**src/rtl/maq_est_y_modos_pkg.sv**
```systemverilog
// Shared definitions for the virtual-pet state machine: pet state and mode
// encodings, stat ceiling, and the hex-to-7-segment glyph decoder.
package maq_est_y_modos_pkg;

    typedef enum logic [1:0] {
        FELIZ      = 2'd0,
        HAMBRIENTO = 2'd1,
        ENFERMO    = 2'd2,
        MUERTO     = 2'd3
    } estado_t;

    typedef enum logic {
        MODO_NORMAL = 1'b0,
        MODO_TEST   = 1'b1
    } modo_t;

    localparam logic [2:0] MAX_LVL = 3'd4;
    localparam logic [2:0] UMBRAL  = 3'd3;

    // Active-low segments ordered {g,f,e,d,c,b,a}
    function automatic logic [6:0] hex_to_sseg(input logic [3:0] hex);
        logic [6:0] seg;
        case (hex)
            4'h0:    seg = 7'b1000000;
            4'h1:    seg = 7'b1111001;
            4'h2:    seg = 7'b0100100;
            4'h3:    seg = 7'b0110000;
            4'h4:    seg = 7'b0011001;
            4'h5:    seg = 7'b0010010;
            4'h6:    seg = 7'b0000010;
            4'h7:    seg = 7'b1111000;
            4'h8:    seg = 7'b0000000;
            4'h9:    seg = 7'b0010000;
            4'hA:    seg = 7'b0001000;
            4'hB:    seg = 7'b0000011;
            4'hC:    seg = 7'b1000110;
            4'hD:    seg = 7'b0100001;
            4'hE:    seg = 7'b0000110;
            default: seg = 7'b0001110;
        endcase
        return seg;
    endfunction

    // Death outranks sickness, sickness outranks hunger
    function automatic estado_t clasificar(input logic [2:0] comida, input logic [2:0] salud);
        estado_t e;
        if (salud == 3'd0) begin
            e = MUERTO;
        end else if (salud < UMBRAL) begin
            e = ENFERMO;
        end else if (comida < UMBRAL) begin
            e = HAMBRIENTO;
        end else begin
            e = FELIZ;
        end
        return e;
    endfunction

endpackage

```
**src/rtl/maq_est_y_modos_display_7seg.sv**
```systemverilog
// Four-digit multiplexed 7-segment driver; one digit active (anode low) at a
// time, advancing every REFRESH_CYCLES clocks.
module display_7seg
    import maq_est_y_modos_pkg::*;
#(
    parameter int REFRESH_CYCLES = 250
) (
    input  logic       clk,
    input  logic       reset,
    input  logic [3:0] digit0,
    input  logic [3:0] digit1,
    input  logic [3:0] digit2,
    input  logic [3:0] digit3,
    output logic [6:0] sseg,
    output logic [3:0] an
);

    logic [31:0] refresh_cnt;
    logic [1:0]  sel;

    always_ff @(posedge clk or posedge reset) begin
        if (reset) begin
            refresh_cnt <= 32'd0;
            sel         <= 2'd0;
        end else if (refresh_cnt == 32'(REFRESH_CYCLES - 1)) begin
            refresh_cnt <= 32'd0;
            sel         <= sel + 2'd1;
        end else begin
            refresh_cnt <= refresh_cnt + 32'd1;
        end
    end

    // Outputs decode straight from the select register so reset shows digit0 at once
    always_comb begin
        an   = 4'b1110;
        sseg = hex_to_sseg(digit0);
        case (sel)
            2'd1: begin
                an   = 4'b1101;
                sseg = hex_to_sseg(digit1);
            end
            2'd2: begin
                an   = 4'b1011;
                sseg = hex_to_sseg(digit2);
            end
            2'd3: begin
                an   = 4'b0111;
                sseg = hex_to_sseg(digit3);
            end
            default: begin
                an   = 4'b1110;
                sseg = hex_to_sseg(digit0);
            end
        endcase
    end

endmodule

```
**src/rtl/maq_est_y_modos.sv**
```systemverilog
// Virtual pet: food/health stats with timed decay in Normal mode, direct stat
// editing in Test mode, registered pet state and a multiplexed display.
module maq_est_y_modos
    import maq_est_y_modos_pkg::*;
#(
    parameter int DECAY_CYCLES   = 1000,
    parameter int TEST_HOLD      = 5,
    parameter int REFRESH_CYCLES = 250
) (
    input  logic       clk,
    input  logic       reset,
    input  logic       Boton_Comida,
    input  logic       Boton_Medicina,
    input  logic       Boton_Test,
    output logic [6:0] sseg,
    output logic [3:0] an,
    output logic [1:0] estado,
    output logic       modo
);

    logic [2:0]  sync1;
    logic [2:0]  sync2;
    logic [1:0]  prev;
    logic        edge_comida;
    logic        edge_medicina;
    logic        test_level;

    logic [2:0]  comida_q, comida_next;
    logic [2:0]  salud_q, salud_next;
    estado_t     estado_q, estado_next;
    modo_t       modo_q, modo_next;
    logic [31:0] decay_cnt, decay_next;
    logic [31:0] hold_cnt, hold_next;
    logic        tick;
    logic        toggle;
    logic        dec_salud;

    // Buttons are asynchronous: two flops, then a one-cycle rising-edge pulse
    always_ff @(posedge clk or posedge reset) begin
        if (reset) begin
            sync1 <= 3'b000;
            sync2 <= 3'b000;
            prev  <= 2'b00;
        end else begin
            sync1 <= {Boton_Test, Boton_Medicina, Boton_Comida};
            sync2 <= sync1;
            prev  <= sync2[1:0];
        end
    end

    assign edge_comida   = sync2[0] & ~prev[0];
    assign edge_medicina = sync2[1] & ~prev[1];
    assign test_level    = sync2[2];

    always_ff @(posedge clk or posedge reset) begin
        if (reset) begin
            comida_q  <= MAX_LVL;
            salud_q   <= MAX_LVL;
            estado_q  <= FELIZ;
            modo_q    <= MODO_NORMAL;
            decay_cnt <= 32'd0;
            hold_cnt  <= 32'd0;
        end else begin
            comida_q  <= comida_next;
            salud_q   <= salud_next;
            estado_q  <= estado_next;
            modo_q    <= modo_next;
            decay_cnt <= decay_next;
            hold_cnt  <= hold_next;
        end
    end

    // Hold counter saturates at TEST_HOLD so a long press toggles only once
    always_comb begin
        hold_next = hold_cnt;
        toggle    = 1'b0;
        if (!test_level) begin
            hold_next = 32'd0;
        end else begin
            toggle = (hold_cnt == 32'(TEST_HOLD - 1));
            if (hold_cnt < 32'(TEST_HOLD)) begin
                hold_next = hold_cnt + 32'd1;
            end
        end
        modo_next = toggle ? ((modo_q == MODO_NORMAL) ? MODO_TEST : MODO_NORMAL) : modo_q;
    end

    always_comb begin
        tick       = (modo_q == MODO_NORMAL) && (decay_cnt == 32'(DECAY_CYCLES - 1));
        decay_next = decay_cnt + 32'd1;
        if (modo_q == MODO_TEST || toggle || tick) begin
            decay_next = 32'd0;
        end
    end

    // A feed in the same cycle as a tick absorbs that tick entirely
    always_comb begin
        comida_next = comida_q;
        salud_next  = salud_q;
        dec_salud   = 1'b0;
        if (modo_q == MODO_TEST) begin
            if (edge_comida) begin
                comida_next = (comida_q == 3'd0) ? MAX_LVL : comida_q - 3'd1;
            end
            if (edge_medicina) begin
                salud_next = (salud_q == 3'd0) ? MAX_LVL : salud_q - 3'd1;
            end
        end else if (salud_q != 3'd0) begin
            if (tick && !edge_comida && comida_q != 3'd0) begin
                comida_next = comida_q - 3'd1;
            end else if (edge_comida && !tick && comida_q != MAX_LVL) begin
                comida_next = comida_q + 3'd1;
            end
            dec_salud = tick && !edge_comida && (comida_q == 3'd0);
            if (dec_salud && !edge_medicina) begin
                salud_next = salud_q - 3'd1;
            end else if (edge_medicina && !dec_salud && salud_q != MAX_LVL) begin
                salud_next = salud_q + 3'd1;
            end
        end
        estado_next = clasificar(comida_q, salud_q);
    end

    assign estado = estado_q;
    assign modo   = modo_q;

    display_7seg #(
        .REFRESH_CYCLES(REFRESH_CYCLES)
    ) u_display (
        .clk   (clk),
        .reset (reset),
        .digit0({1'b0, comida_q}),
        .digit1({1'b0, salud_q}),
        .digit2({2'b00, estado_q}),
        .digit3({3'b000, modo_q}),
        .sseg  (sseg),
        .an    (an)
    );

endmodule

```
**config.mk**
```make
export PLATFORM = sky130hd
export DESIGN_NAME = maq_est_y_modos
export DESIGN_NICKNAME = d
export VERILOG_FILES = /design/src/rtl/maq_est_y_modos_pkg.sv /design/src/rtl/maq_est_y_modos_display_7seg.sv /design/src/rtl/maq_est_y_modos.sv
export SDC_FILE = /design/constraint.sdc
export NUM_CORES = 1
export LEC_CHECK = 0
export ABC_CLOCK_PERIOD_IN_PS = 7200
export CORE_AREA = 2 2 133 135
export DETAILED_ROUTE_END_ITERATION = 16
export DIE_AREA = 0 0 135 137
export SYNTH_ARGS = -nofsm -noshare
export SYNTH_HDL_FRONTEND = slang
export SYNTH_HIERARCHICAL = 1
export SYNTH_SLANG_ARGS = --single-unit
```
**constraint.sdc**
```tcl
create_clock -name clk -period 7.2 [get_ports clk]
set_input_delay 1.08 -clock clk [delete_from_list [all_inputs] [get_ports clk]]
set_output_delay 1.08 -clock clk [all_outputs]
set_load 0.005 [all_outputs]
```
---- Yosys cells after proc, flatten, opt, wreduce, memory -nomap -nowiden ----
Memory sizes are Yosys's and may differ from the RTL's.
Index checks and enable logic that the tools add are counted.
cells by class
  add/subtract/negate cells ............... 8
  multiply operators ...................... 0
  divide/modulo/power cells ............... 0
  magnitude comparators ................... 3
  equality and inequality tests ........... 11
  shift operators ......................... 0
  multiplexer cells ....................... 23
  bitwise logic cells ..................... 5
  reduce and logical (&&, ||, !) cells .... 24
operators by type and width
  kind                                                                     count
  32-bit 2-to-1 mux                                                        4
  32-bit by 1-bit adder with 32-bit output, second input constant          3
  3-bit 2-to-1 mux                                                         12
  32-bit by 10-bit equality test with 1-bit output, second input constant  1
  32-bit by 3-bit equality test with 1-bit output, second input constant   1
  32-bit by 8-bit equality test with 1-bit output, second input constant   1
  32-bit by 3-bit < comparator with 1-bit output, second input constant    1
  7-bit one-hot mux with 3 select lines                                    1
  4-bit one-hot mux with 3 select lines                                    1
  3-bit nonzero test                                                       4
  1-bit logical AND                                                        9
  3-bit by 1-bit adder with 3-bit output, second input constant            2
  3-bit zero test                                                          2
  3-bit by 2-bit < comparator with 1-bit output, second input constant     2
  3-bit != test, second input constant                                     2
  3-bit AND reduction                                                      2
  3-bit by 1-bit subtractor with 3-bit output, second input constant       2
  2-bit equality test, second input constant                               2
  1-bit zero test                                                          4
  2-bit 2-to-1 mux                                                         2
  2-bit != test, second input constant                                     2
  1-bit 2-to-1 mux                                                         3
  1-bit inverter                                                           3
  2-bit by 1-bit adder with 2-bit output, second input constant            1
  other kinds (5)                                                          7
word-level totals
  register bits ........................... 115
  bits in latches ......................... 0
  memory bits (writable) .................. 0
  memory bits (read-only) ................. 448
  input port bits ......................... 5
  output and inout port bits .............. 14
  word-level logic and storage cells ...... 89
  memories ................................ 4
memory list
  name              words  bits a word  rd ports  clocked after memory_dff  wr ports  line                       text
  (name not given)  16     7            1         0                         0         maq_est_y_modos_pkg.sv:23  case (hex)
  (name not given)  16     7            1         0                         0         maq_est_y_modos_pkg.sv:23
  (name not given)  16     7            1         0                         0         maq_est_y_modos_pkg.sv:23
  (name not given)  16     7            1         0                         0         maq_est_y_modos_pkg.sv:23

---- Logic depth before layout (Yosys ltp) ----
  depth in word-level cells ............... 12
  gate-level depth with buffers ........... 8
  gate-level depth less buffers ........... 8

---- By module ----
The synthesis kept the hierarchy.
by module, submodules not included
  module           instances  cells an instance  area each (um2)  seq. area each (um2)
  maq_est_y_modos  1          358                3827.4           2029.4
  display_7seg     1          320                2901.5           850.8

---- Worst setup path after synthesis ----
Ideal clock, no wire load.
  path kind ............................... flip-flop to output port
  start ................................... register salud_q[0]
  end ..................................... output port sseg[3]
  arrival time ............................ 1.650 ns
  setup slack ............................. 4.470 ns
  cell stages (with the launch flop) ...... 7
  path through ............................ dfrtp_1 > inv_1 > ha_1 > inv_1 > mux4_2 > a22oi_1 > a31oi_1
on the way
  cells in the longest elaborated chain, start to end .. 2
RTL lines
  item                                   line                                text
  start: declaration                     maq_est_y_modos.sv:29               logic [2:0] salud_q, salud_next;
  start signal: assignment               maq_est_y_modos.sv:65               salud_q <= salud_next;
  memory read 16 x 7 bit                 --
  7-bit one-hot mux with 3 select lines  maq_est_y_modos_display_7seg.sv:37  case (sel)
  end: declaration                       maq_est_y_modos.sv:15               output logic [6:0] sseg,
No other way between the ends.

---- Final worst setup path ----
Same ends and word-level chain as after synthesis.

==> flow_summary.ini <==
[clocking]
cts.htree.levels = 4
clk_latency_ns = 0.41
cts_tree = yes
clockBufferDepth = 2
cts-root-buf = clkbuf_16
numCtsBuffers = 17
hold_buffers = 0
cts.clk_slew.worst_paths_ns = 0.05
cts_resized = 0
postCtsSetupBuffers = 0
cts_sinks = 115

[global_route]
grt_util_met1_pct = 20.6
grt_usage_pct = 15.5
grt-ovfl-total = 0
met3_usage_pct = 4.15
grt_pass1_vias = 4834
grt_max_degree = 82
antenna_found_initial = 0
top_usage_layer = met2
use_met2_pct = 24.7
grt_pass1_wl_um = 23200

[logic_synthesis]
synth.distinct_cells = 65
synth_cells = 678
avgSynthCellArea_um2 = 9.92
synth_top_cell_by_area = dfrtp_1
netlist_area_um2 = 6730
yosys_warnings = 6
synth-edff-count = 0
synth_top_area_share_pct = 42.0
yosys-top-cells-area = dfrtp_1 42%, ha_1 8.7%, xnor2_1 4.7%, xor2_1 3.6%, nor2_1 3.6%
ys_ff_latch = 115
ys.flop_type = dfrtp_1
ys_seq_area_share_pct = 42.8
synthArstFlopShare_pct = 100

[die]
rows = 48
die_x_um = 135
io_pins = 19
die_h_um = 137
core_um2 = 17100
dieArea_um2 = 18500
start_util_pct = 39.5

[final_layout]
stdcell_area_um2 = 7820
final_common_cell = dfrtp_1
final_cell_mix = 113 x dfrtp_1, 65 x nor2_1, 47 x ha_1, 40 x inv_1, 36 x xnor2_1
diodes = 0
syn2layout_area_growth_pct = 16.2
layout.nets = 779
fin_util_pct = 45.8
layout-drive-gt1-share_pct = 8.11

[drt]
viasPerCell = 5.06
routed_wl_um = 13300
firstDrtPassIters = 4
drtIter0Drc = 304
wire_per_inst_um = 13.8
drtAntennaViolNets = 0
vias = 4882
drcViolationCount = 0

[pwr]
switching_share_pct = 32.3
power_switching_mw = 0.718
p_seq_share_pct = 35.5
power.density_nw_per_um2 = 284
power_frac_clock_pct = 37.1
p_int_mw = 1.50
ir_drop_v = 0.000167
power_frac_comb_pct = 27.4
p_leak_nw = 3.51

[sta]
slew-limit-headroom_pct = 28.0
fin_skew_ns = 0.00784
setup_tns_ns = 0
tightest_slew_ns = 1.08
hold_viol = 0
slew_violations = 0
fin_crit_sh_pct = 52.7
fmax_mhz = 263
rsz0062_at_grt = no
post-route-min-period_ns = 3.80
finalSetupViolations = 0

[setup_path]
arrival_ns = 2.72
crit_fanout = 11
cp.required_ns = 6.12
crit_slowest_cell = dfrtp_1
critPathKind = flip-flop to primary output
cp-start-kind = flip-flop
slowest_delay_ns = 0.54
worstRegToRegCells = 6
cp_cell_sequence = inv_1 -> ha_1 -> inv_1 -> mux4_2 -> a22oi_1 -> a31oi_1 -> clkdlybuf4s50_1
path_common_cell = inv_1
crit_path_end_kind = primary output

[place]
place_congestion = 0.827
port_buffers = 18
dp_hpwl_um = 9180
dpl_cell_area_um2 = 7230

[min_path]
min_path_cells = 0
min_path_type = flip-flop to flip-flop

[run_status]
status = complete, no violations

[job]
maxCapViolCount = 0
==> path summary, 6_finish.rpt <==
path	slack, ns	from	end
setup / recovery	3.40	salud_q[0]	sseg[3]
hold / removal	0.35	sync1[2]	sync2[2]
setup reg to reg	4.64	decay_cnt[0]	decay_cnt[10]
hold reg to reg	0.35	sync1[2]	sync2[2]
max in group asynchronous	5.21	reset	salud_q[1]
min in group asynchronous	1.12	reset	u_display/refresh_cnt[26]
==> flip-flops by register name (all words and copies together), names as in the netlist <==
name                   count
prev                       2
u_display/sel              2
sync1                      3
comida_q                   3
sync2                      3
hold_cnt                  32
decay_cnt                 32
salud_q                    3
modo                       1
u_display/refresh_cnt     32
estado                     2
==> Yosys cell counts (all sizes together), types with 2 or more instances <==
cell / count
a21oi: 13
nand4: 31
xnor2: 36
buf: 5
nand2: 32
xor2: 28
nor2b: 14
mux4: 3
or2: 2
nor2: 66
o31ai: 2
a211oi: 5
a31oi: 7
inv: 41
a32oi: 3
o21a: 4
o211ai: 7
nand3: 32
dfstp: 2
and3: 10
dfrtp: 113
mux2i: 18
o21ai: 19
mux2: 2
or3: 3
ha: 47
nor4: 30
clkbuf: 15
a22oi: 3
nand2b: 9
nor3: 13
o2bb2ai: 2
nor4b: 7
and4: 4
and2: 31
==> routing by layer <==
layer / routed length (µm) / part of all wire, %
met3: 433 / 3.3
met4: 168 / 1.3
met2: 6380 / 48
met1: 6300 / 47
met5: 0 / 0
==> critical path: cells and delay by family, from the launching register on <==
kind                     cells  cell delay (ns)
buffers and inverters        3             0.66
flip-flops                   1             0.54
multiplexers                 1             0.46
AO/OA/AOI/OAI                2             0.33
adder cells (fa/ha/maj)      1             0.32
==> kinds of logic after synthesis <==
kind of cell               synth area share (%)
and+or+nand+nor                            24.5
adders and majority gates                  8.74
AOI/OAI and AO/OA                          7.75
buffers and inverters                      3.66
other                                    0.0557
muxes                                      4.13
xor gates and xnor gates                   8.33
DFF                                        42.8
==> per-stage QoR <==
stage	hold slack (ns)	setup WS, ns	total power [mW]	std cells
6_report	0.349	3.40	2.22	965
5_1_grt	0.357	3.22	2.38	965
4_1_cts	0.349	3.37	2.24	965
3_5_place_dp	0.337	3.84	1.40	933
3_3_place_gp	0.334	3.91	1.37	933
2_1_floorplan	0.331	4.04	1.23	708
==> cell type report <==
type / instances / area, µm²
clock buffers: 20 / 457
clock inverters: 12 / 131
fillers: 1599 / 9240
inverters: 42 / 159
multi-input cells: 531 / 3710
flip-flops and latches: 115 / 2880
well taps: 225 / 282
repair buffers: 20 / 195
==> power by group through the flow <==
stage | registers [mW] | clock network [mW] | logic (mW)
3_3_place_gp | 0.793 | 0 | 0.579
4_1_cts | 0.790 | 0.844 | 0.604
6_report | 0.788 | 0.823 | 0.610
2_1_floorplan | 0.757 | 0 | 0.471
5_1_grt | 0.803 | 0.881 | 0.693
3_5_place_dp | 0.801 | 0 | 0.600
Power figures use the tool's default switching activity.
